==> config.mk <==
export PLATFORM = sky130hd
export DESIGN_NAME = fetch_unit
export DESIGN_NICKNAME = d
export VERILOG_FILES = /design/src/rtl/fetch_pkg.sv /design/src/rtl/inst_queue.sv /design/src/rtl/fetch_unit.sv
export SDC_FILE = /design/constraint.sdc
export NUM_CORES = 1
export LEC_CHECK = 0
export ABC_AREA = 1
export BUFFER_PORTS_ARGS = -buffer_cell sky130_fd_sc_hd__buf_2
export CELL_PAD_IN_SITES_DETAIL_PLACEMENT = 2
export CELL_PAD_IN_SITES_GLOBAL_PLACEMENT = 2
export CORE_ASPECT_RATIO = 0.5
export CORE_MARGIN = 2
export CORE_UTILIZATION = 34
export CTS_BUF_LIST = sky130_fd_sc_hd__clkbuf_2
export CTS_CLUSTER_DIAMETER = 60
export DETAILED_ROUTE_END_ITERATION = 6
export GPL_ROUTABILITY_DRIVEN = 0
export GPL_TIMING_DRIVEN = 0
export PLACE_DENSITY = 0.83
export SYNTH_ARGS = -nofsm -noshare
export SYNTH_HDL_FRONTEND = slang
export SYNTH_SLANG_ARGS = --single-unit
==> constraint.sdc <==
create_clock -name clk -period 5.9 [get_ports clk]
set_input_delay 0.885 -clock clk [delete_from_list [all_inputs] [get_ports clk]]
set_output_delay 0.885 -clock clk [all_outputs]
set_load 0.005 [all_outputs]
==> src/rtl/fetch_pkg.sv <==
// Shared types and constants for the instruction fetch unit.
package fetch_pkg;

    localparam int XLEN       = 32;
    localparam int INST_BYTES = 4;
    localparam logic [XLEN-1:0] NOP = 32'h0000_0013;

    typedef enum logic [1:0] {
        RUN    = 2'd0,
        FLUSH  = 2'd1,
        HALTED = 2'd2
    } fetch_state_e;

endpackage

==> src/rtl/inst_queue.sv <==
// Small power-of-two FIFO holding fetched instructions with their PCs.
module inst_queue
    import fetch_pkg::*;
#(
    parameter int DEPTH = 2,
    parameter int CNT_W = $clog2(DEPTH) + 1
) (
    input  logic             clk,
    input  logic             reset,
    input  logic             flush,
    input  logic             push,
    input  logic [XLEN-1:0]  push_data,
    input  logic [XLEN-1:0]  push_pc,
    input  logic             pop,
    output logic [XLEN-1:0]  head_data,
    output logic [XLEN-1:0]  head_pc,
    output logic [CNT_W-1:0] count
);
    localparam int PTR_W = (DEPTH > 1) ? $clog2(DEPTH) : 1;

    logic [XLEN-1:0]  data_q [DEPTH];
    logic [XLEN-1:0]  pc_q   [DEPTH];
    logic [PTR_W-1:0] rd_ptr_q, rd_ptr_d;
    logic [PTR_W-1:0] wr_ptr_q, wr_ptr_d;
    logic [CNT_W-1:0] count_q, count_d;
    logic             wr_en;

    always_comb begin
        wr_en    = push && !flush;
        rd_ptr_d = rd_ptr_q;
        wr_ptr_d = wr_ptr_q;
        count_d  = count_q;
        if (flush) begin
            rd_ptr_d = '0;
            wr_ptr_d = '0;
            count_d  = '0;
        end else begin
            if (push) wr_ptr_d = wr_ptr_q + PTR_W'(1);
            if (pop)  rd_ptr_d = rd_ptr_q + PTR_W'(1);
            count_d = count_q + CNT_W'(push) - CNT_W'(pop);
        end
    end

    always_ff @(posedge clk) begin
        if (reset) begin
            rd_ptr_q <= '0;
            wr_ptr_q <= '0;
            count_q  <= '0;
        end else begin
            rd_ptr_q <= rd_ptr_d;
            wr_ptr_q <= wr_ptr_d;
            count_q  <= count_d;
        end
    end

    // Storage needs no reset: entries are only read while count is nonzero.
    always_ff @(posedge clk) begin
        if (wr_en) begin
            data_q[wr_ptr_q] <= push_data;
            pc_q[wr_ptr_q]   <= push_pc;
        end
    end

    assign head_data = data_q[rd_ptr_q];
    assign head_pc   = pc_q[rd_ptr_q];
    assign count     = count_q;

endmodule

==> src/rtl/fetch_unit.sv <==
// Credit-based instruction fetch with redirect flush and halt drain.
// Define FETCH_BYPASS_EN to let a response reach decode in its arrival cycle.
module fetch_unit
    import fetch_pkg::*;
#(
    parameter logic [XLEN-1:0] RESET_PC    = 32'h0,
    parameter int              QUEUE_DEPTH = 2
) (
    input  logic            clk,
    input  logic            reset,
    output logic            imem_req_valid,
    input  logic            imem_req_ready,
    output logic [XLEN-1:0] imem_req_addr,
    input  logic            imem_resp_valid,
    input  logic [XLEN-1:0] imem_resp_data,
    output logic            inst_valid,
    input  logic            inst_ready,
    output logic [XLEN-1:0] inst,
    output logic [XLEN-1:0] inst_pc,
    input  logic            redirect_valid,
    input  logic [XLEN-1:0] redirect_pc,
    input  logic            halt,
    output logic            is_idle
);
    localparam int CNT_W = $clog2(QUEUE_DEPTH) + 1;
    localparam int SUM_W = CNT_W + 1;

    fetch_state_e     state_q, state_d;
    logic [XLEN-1:0]  fetch_pc_q, fetch_pc_d;
    logic [CNT_W-1:0] outstanding_q, outstanding_d;
    logic [CNT_W-1:0] drop_q, drop_d;

    logic [XLEN-1:0]  q_data, q_pc, resp_pc;
    logic [CNT_W-1:0] q_count;
    logic             q_push, q_pop, q_flush;
    logic             run_ok, req_fire, resp_take, resp_retire, bypass, inst_fire;
    logic             unused_redirect_bits;

    assign unused_redirect_bits = ^redirect_pc[1:0];

    // Requests are suppressed during a redirect/halt cycle so the address never
    // changes under a pending request.
    always_comb begin
        run_ok         = !reset && (state_q == RUN) && !halt && !redirect_valid;
        imem_req_valid = run_ok &&
                         (({1'b0, outstanding_q} + {1'b0, q_count}) < SUM_W'(QUEUE_DEPTH));
        imem_req_addr  = fetch_pc_q;
        req_fire       = imem_req_valid && imem_req_ready;
        resp_retire    = imem_resp_valid && (outstanding_q != '0);
        resp_take      = run_ok && imem_resp_valid;
        // In RUN every outstanding request is sequential, so the oldest one's PC
        // is recovered from the fetch PC.
        resp_pc        = fetch_pc_q - (XLEN'(outstanding_q) << 2);
`ifdef FETCH_BYPASS_EN
        bypass         = resp_take && (q_count == '0);
`else
        bypass         = 1'b0;
`endif
        inst_valid     = !reset && (state_q == RUN) && ((q_count != '0) || bypass);
        inst           = '0;
        inst_pc        = '0;
        if (inst_valid) begin
            inst    = bypass ? imem_resp_data : q_data;
            inst_pc = bypass ? resp_pc : q_pc;
        end
        inst_fire      = inst_valid && inst_ready;
        q_pop          = inst_fire && !bypass;
        q_push         = resp_take && !(bypass && inst_ready);
        q_flush        = redirect_valid || halt;
        is_idle        = !reset && (state_q == HALTED) && (outstanding_q == '0);
    end

    always_comb begin
        state_d       = state_q;
        fetch_pc_d    = fetch_pc_q;
        drop_d        = drop_q;
        outstanding_d = outstanding_q + CNT_W'(req_fire) - CNT_W'(resp_retire);
        if (req_fire) fetch_pc_d = fetch_pc_q + XLEN'(INST_BYTES);
        if ((state_q == FLUSH) && imem_resp_valid) begin
            drop_d = drop_q - CNT_W'(1);
            if (drop_q == CNT_W'(1)) state_d = RUN;
        end
        if (halt) begin
            state_d = HALTED;
            drop_d  = '0;
        end else if (redirect_valid && (state_q != HALTED)) begin
            fetch_pc_d = {redirect_pc[XLEN-1:2], 2'b00};
            drop_d     = outstanding_q - CNT_W'(resp_retire);
            state_d    = (drop_d != '0) ? FLUSH : RUN;
        end
    end

    always_ff @(posedge clk) begin
        if (reset) begin
            state_q       <= RUN;
            fetch_pc_q    <= RESET_PC;
            outstanding_q <= '0;
            drop_q        <= '0;
        end else begin
            state_q       <= state_d;
            fetch_pc_q    <= fetch_pc_d;
            outstanding_q <= outstanding_d;
            drop_q        <= drop_d;
        end
    end

    inst_queue #(
        .DEPTH (QUEUE_DEPTH),
        .CNT_W (CNT_W)
    ) u_queue (
        .clk       (clk),
        .reset     (reset),
        .flush     (q_flush),
        .push      (q_push),
        .push_data (imem_resp_data),
        .push_pc   (resp_pc),
        .pop       (q_pop),
        .head_data (q_data),
        .head_pc   (q_pc),
        .count     (q_count)
    );

endmodule

Word-level counts from Yosys, hierarchy flattened
Memories as Yosys holds them, arrays and structs flattened. A register that Yosys moved wholly into a read port is not among the register bits.
Cells that the tools add are included.
Operators by class
  order comparisons: 1
  equality and inequality tests: 4
  mux-type cells: 18
  add/subtract/negate cells: 11
  reductions and logical operators: 32
Operators by type and width (number)
  $mux 32: 5
  $add 32x3->32 const B: 1
  $sub 32x4->32: 1
  $logic_and 1x1->1: 14
  $mux 2: 6
  $reduce_bool 2->1: 5
  $mux 1: 7
  $reduce_bool 3->1: 2
  $sub 2x1->2: 3
  $add 2x1->2: 2
  $eq 2x1->1 const B: 2
  $logic_not 1->1: 4
  $logic_not 2->1: 2
  $reduce_and 2->1: 2
  $reduce_or 2->1: 2
  $add 2x2->3: 1
  $lt 3x2->1 const B: 1
  $add 1x1->1 const B: 2
  $eq 2x2->1 const B: 1
  $ne 2x2->1 const B: 1
  $sub 2x1->2 const B: 1
  $logic_or 1x1->1: 1
Storage, ports and cells
  output and inout bits: 99
  memories: 2
  bits in registers: 42
  bits in writable memories: 128
  logic and storage cells: 76
Memories
  u_queue.data_q: depth 2, width 32, read ports 1, clocked after Yosys merged registers in 1, wr ports 1, RTL line inst_queue.sv:21  | logic [XLEN-1:0] data_q [DEPTH];
  u_queue.pc_q: depth 2, width 32, read ports 1, clocked after Yosys merged registers in 1, wr ports 1, RTL line inst_queue.sv:22  | logic [XLEN-1:0] pc_q [DEPTH];

Logic depth before layout (Yosys ltp)
  word-level depth: 9
  depth in mapped cells: 13
  gate-level depth less buffers: 12

Hierarchy
Synthesis repeated with hierarchy kept, for this count alone.
Unflattened totals
  cells, all modules: 938
  area total of the unflattened synthesis: 9037.4 um^2
Modules (own cells, without submodules)
  inst_queue: cells an instance 228, instances 1, seq. area each 3943.8 um^2, area an instance 5147.4 um^2
  fetch_unit: cells an instance 710, instances 1, seq. area each 720.7 um^2, area an instance 3890.0 um^2

Worst setup path before layout
OpenSTA, ideal clock, no wires.
  path kind: input-to-reg
  start point: in halt
  end point: mem u_queue.data_q[1][0] (enable)
  cell stages on the path: 5
  required time: 5416 ps
  arrival time: 4029 ps
  path buffers: 0
  setup slack: 1388 ps
  cell sequence: nor2_4 > nand3_2 > nor2_1 > inv_1 > nor2_1
Between the ends
  longest elaborated chain between the ends: 7
  elaborated cells between the ends (all ways): 9
  classes of those cells: 2 x mux; 7 x reduce/logical
Ends and longest elaborated chain
  start, declared: RTL line fetch_unit.sv:22  | input logic halt,
  $logic_not 1->1: RTL line fetch_unit.sv:44  | run_ok = !reset && (state_q == RUN) && !halt && !redirect_valid;
  $logic_and 1x1->1 (2 in series): RTL line fetch_unit.sv:44
  $logic_and 1x1->1: RTL line fetch_unit.sv:50  | resp_take = run_ok && imem_resp_valid;
  via q_push: RTL line fetch_unit.sv:35  | logic q_push, q_pop, q_flush;
  $logic_and 1x1->1: RTL line inst_queue.sv:29  | wr_en = push && !flush;
  $mux 1: RTL line inst_queue.sv:58  | if (wr_en) begin
  $mux 1 (implied by the code): RTL line inst_queue.sv:59  | data_q[wr_ptr_q] <= push_data;
  end, declared: RTL line inst_queue.sv:21
The timed path passes the listed nets, and every way through them passes these cells.

==> impl_metrics.json <==
{
  "status": "finished clean",
  "hold_buffers": 0,
  "setup_ws_ns": 2.31,
  "antenna_found_initial": 1,
  "r2r_cells": 13,
  "rsz0062_at_grt": "false",
  "grt_pass1_vias": 7556,
  "grt_max_degree": 33,
  "grt_pass1_wl_um": 43200,
  "drt-pass1-iter-count": 4,
  "ff2ff_setup_slack_ns": 2.97,
  "numCtsBuffers": 17,
  "syn-cell-area_um2": 8160,
  "dp.cells": 1403,
  "grt_usage": 0.225,
  "final_nets": 1188,
  "layout_min_cycle_time_ns": 3.59,
  "powerDensity_nw_per_um2": 255,
  "clk-insertion-delay-late_ns": 0.80,
  "worstMarginPinSlew_ns": 1.00,
  "p_total_mw": 2.48,
  "design.portCount": 170,
  "hp-start": "imem_resp_data[25]",
  "yosys_register_bits": 165,
  "drcViolationCount": 0,
  "stdcell_count": 1436,
  "start_kind": "flip-flop",
  "wirelength_um": 28000,
  "synth_top_cell_by_area": "edfxtp_1",
  "drtIter0Drc": 360,
  "via_per_inst": 4.88,
  "ir_drop_v": 0.000133,
  "setup_viol": 0,
  "tns_ns": 0,
  "die_y_um": 114,
  "relSlewSlack": 0.331,
  "crit_required_ns": 5.02,
  "vias": 7005,
  "combPwrFrac": 0.171,
  "dp.final_hpwl_um": 21700,
  "p_sw_frac": 0.324,
  "crit_path_max_fanout": 10,
  "fin_crit_sh": 0.609,
  "min_path_type": "in -> reg",
  "start_util": 0.343,
  "clockPowerShare": 0.271,
  "area_delta_synth_final_pct": 19.0,
  "reg2reg_from": "outstanding_q[0]",
  "cts_setup_buffers": 0,
  "p_seq_frac": 0.558,
  "p_int_mw": 1.67,
  "clockBufferDepth": 2,
  "cts_resized": 0,
  "finalHoldViolCount": 0,
  "clock-sinks": 165,
  "grt.overflow.total": 0,
  "async_flop_share": 0,
  "clk_pin_slew_worst_paths_ns": 0.27,
  "synth.distinct_cells": 36,
  "wl_per_cell_um": 19.5,
  "clock.fmax_mhz": 278,
  "drive_gt1_frac": 0.220,
  "rr_endpoint": "outstanding_q[1]",
  "die_w_um": 223,
  "place_area_um2": 9460,
  "cts_max_level": 4,
  "rows": 40,
  "fin_util": 0.409,
  "clock_skew_ns": 0.0289,
  "die-area_um2": 25300,
  "seq_area_um2": 4540,
  "yosysSeqAreaShare": 0.557,
  "synthCells": 919,
  "yosys_warnings": 0,
  "critical_path_class": "reg -> out",
  "core-area_um2": 23800,
  "cp_data_arrival_time_ns": 2.71,
  "synth.avg_cell_area_um2": 8.88,
  "fin_area_um2": 9720,
  "critPathCapture": "inst_pc[18]",
  "crit_path_end_kind": "output port",
  "layout_commonest_cell": "nand2_1",
  "synth.area.top_cells": "edfxtp_1 (46%), nand2_1 (13%), dfxtp_1 (10%)",
  "cts_root_buf": "clkbuf_2",
  "final_cell_mix": "nand2_1 (292), buf_2 (168), edfxtp_1 (124)",
  "multi_input_area_um2": 3080,
  "io_buffers": 163,
  "nFillCells": 2698,
  "synth_top_area_share": 0.456,
  "synth_enable_flop_cells": 124,
  "holdWs_ns": 0.236,
  "synth_flop_cell": "edfxtp_1",
  "antenna_left": 0,
  "report.final.slew_viol_count": 0,
  "maxCapViolations": 0,
  "cts_tree": "built",
  "switching_power_uw": 802,
  "dp_slack_ns": 2.44,
  "leakage_nw": 4.32
}
## critical path: stages (launching register included)
cell and delay (ns):
dfxtp_1 0.39, clkbuf_1 0.52, clkbuf_1 0.44, nand2_1 0.13
a21oi_1 0.27, buf_2 0.17
## synthesized netlist by cell type (2+ instances only)
master,number
a21oi_1,65
a31oi_1,2
buf_2,5
buf_4,5
buf_6,4
clkbuf_1,24
dfxtp_1,41
edfxtp_1,124
fa_1,2
ha_1,8
inv_1,98
nand2_1,292
nand2_2,3
nand3_1,57
nand3_2,2
nand3b_1,3
nand4_1,15
nor2_1,62
nor2_2,7
nor2_4,9
nor3_1,6
nor4_1,3
o211ai_1,2
o21ai_0,23
o21ai_1,3
o21bai_1,6
or2_2,6
xnor2_1,2
xor2_1,33
## flip-flops by register name (all words and copies together), names as in the netlist, named ones only
signal,cells
imem_req_addr,30
u_queue.pc_q,60
outstanding_q,2
u_queue.wr_ptr_q,1
drop_q,2
state_q,2
u_queue.rd_ptr_q,1
u_queue.count,2
u_queue.data_q,64
## worst min-delay path by stage
stage | endpoint | slack [ns] | depth (start not counted)
6_report | u_queue.data_q[1][25] | 0.24 | 1
3_3_place_gp | drop_q[1] | 0.48 | 2
3_5_place_dp | state_q[1] | 0.51 | 2
2_1_floorplan | drop_q[1] | 0.46 | 2
5_1_grt | u_queue.data_q[1][4] | 0.12 | 1
4_1_cts | u_queue.data_q[0][13] | 0.12 | 1
## metal layers
metal / track usage / wire, um
met5: 0 / 0
met4: 0.0613 / 368
met3: 0.0358 / 917
met2: 0.389 / 13600
met1: 0.296 / 13100
## cell type report
cell class | instances | share of cell area
diodes | 1 | 0.000258
plain buffers | 38 | 0.0203
clock inverters | 14 | 0.0170
well taps | 315 | 0.0406
clock buffers | 18 | 0.00927
inverters | 99 | 0.0382
multi-input cells | 620 | 0.317
repair buffers | 166 | 0.0901
flip-flops and latches | 165 | 0.468
## cells by family (layout without fill, tap and decap cells)
| group | count (synthesis) | after routing | synth area share |
|---|---|---|---|
| AOI/OAI and AO/OA | 102 | 102 | 0.0662 |
| xor gates and xnor gates | 35 | 35 | 0.0376 |
| adders and majority gates | 10 | 10 | 0.0172 |
| buffers and inverters | 137 | 335 | 0.0697 |
| DFF | 165 | 165 | 0.557 |
| other | 1 | 5 | 0.000459 |
| and+or+nand+nor | 469 | 469 | 0.252 |
## power by group through the flow
stage	Clock, mW	Combinational [mW]	Sequential [mW]
after detailed placement	0	0.423	1.40
after floorplan	0	0.258	1.38
after global placement	0	0.386	1.40
after CTS	0.699	0.426	1.38
final	0.672	0.423	1.38
after global routing	0.742	0.475	1.39
Note: power is estimated with default switching activity, not from simulation.
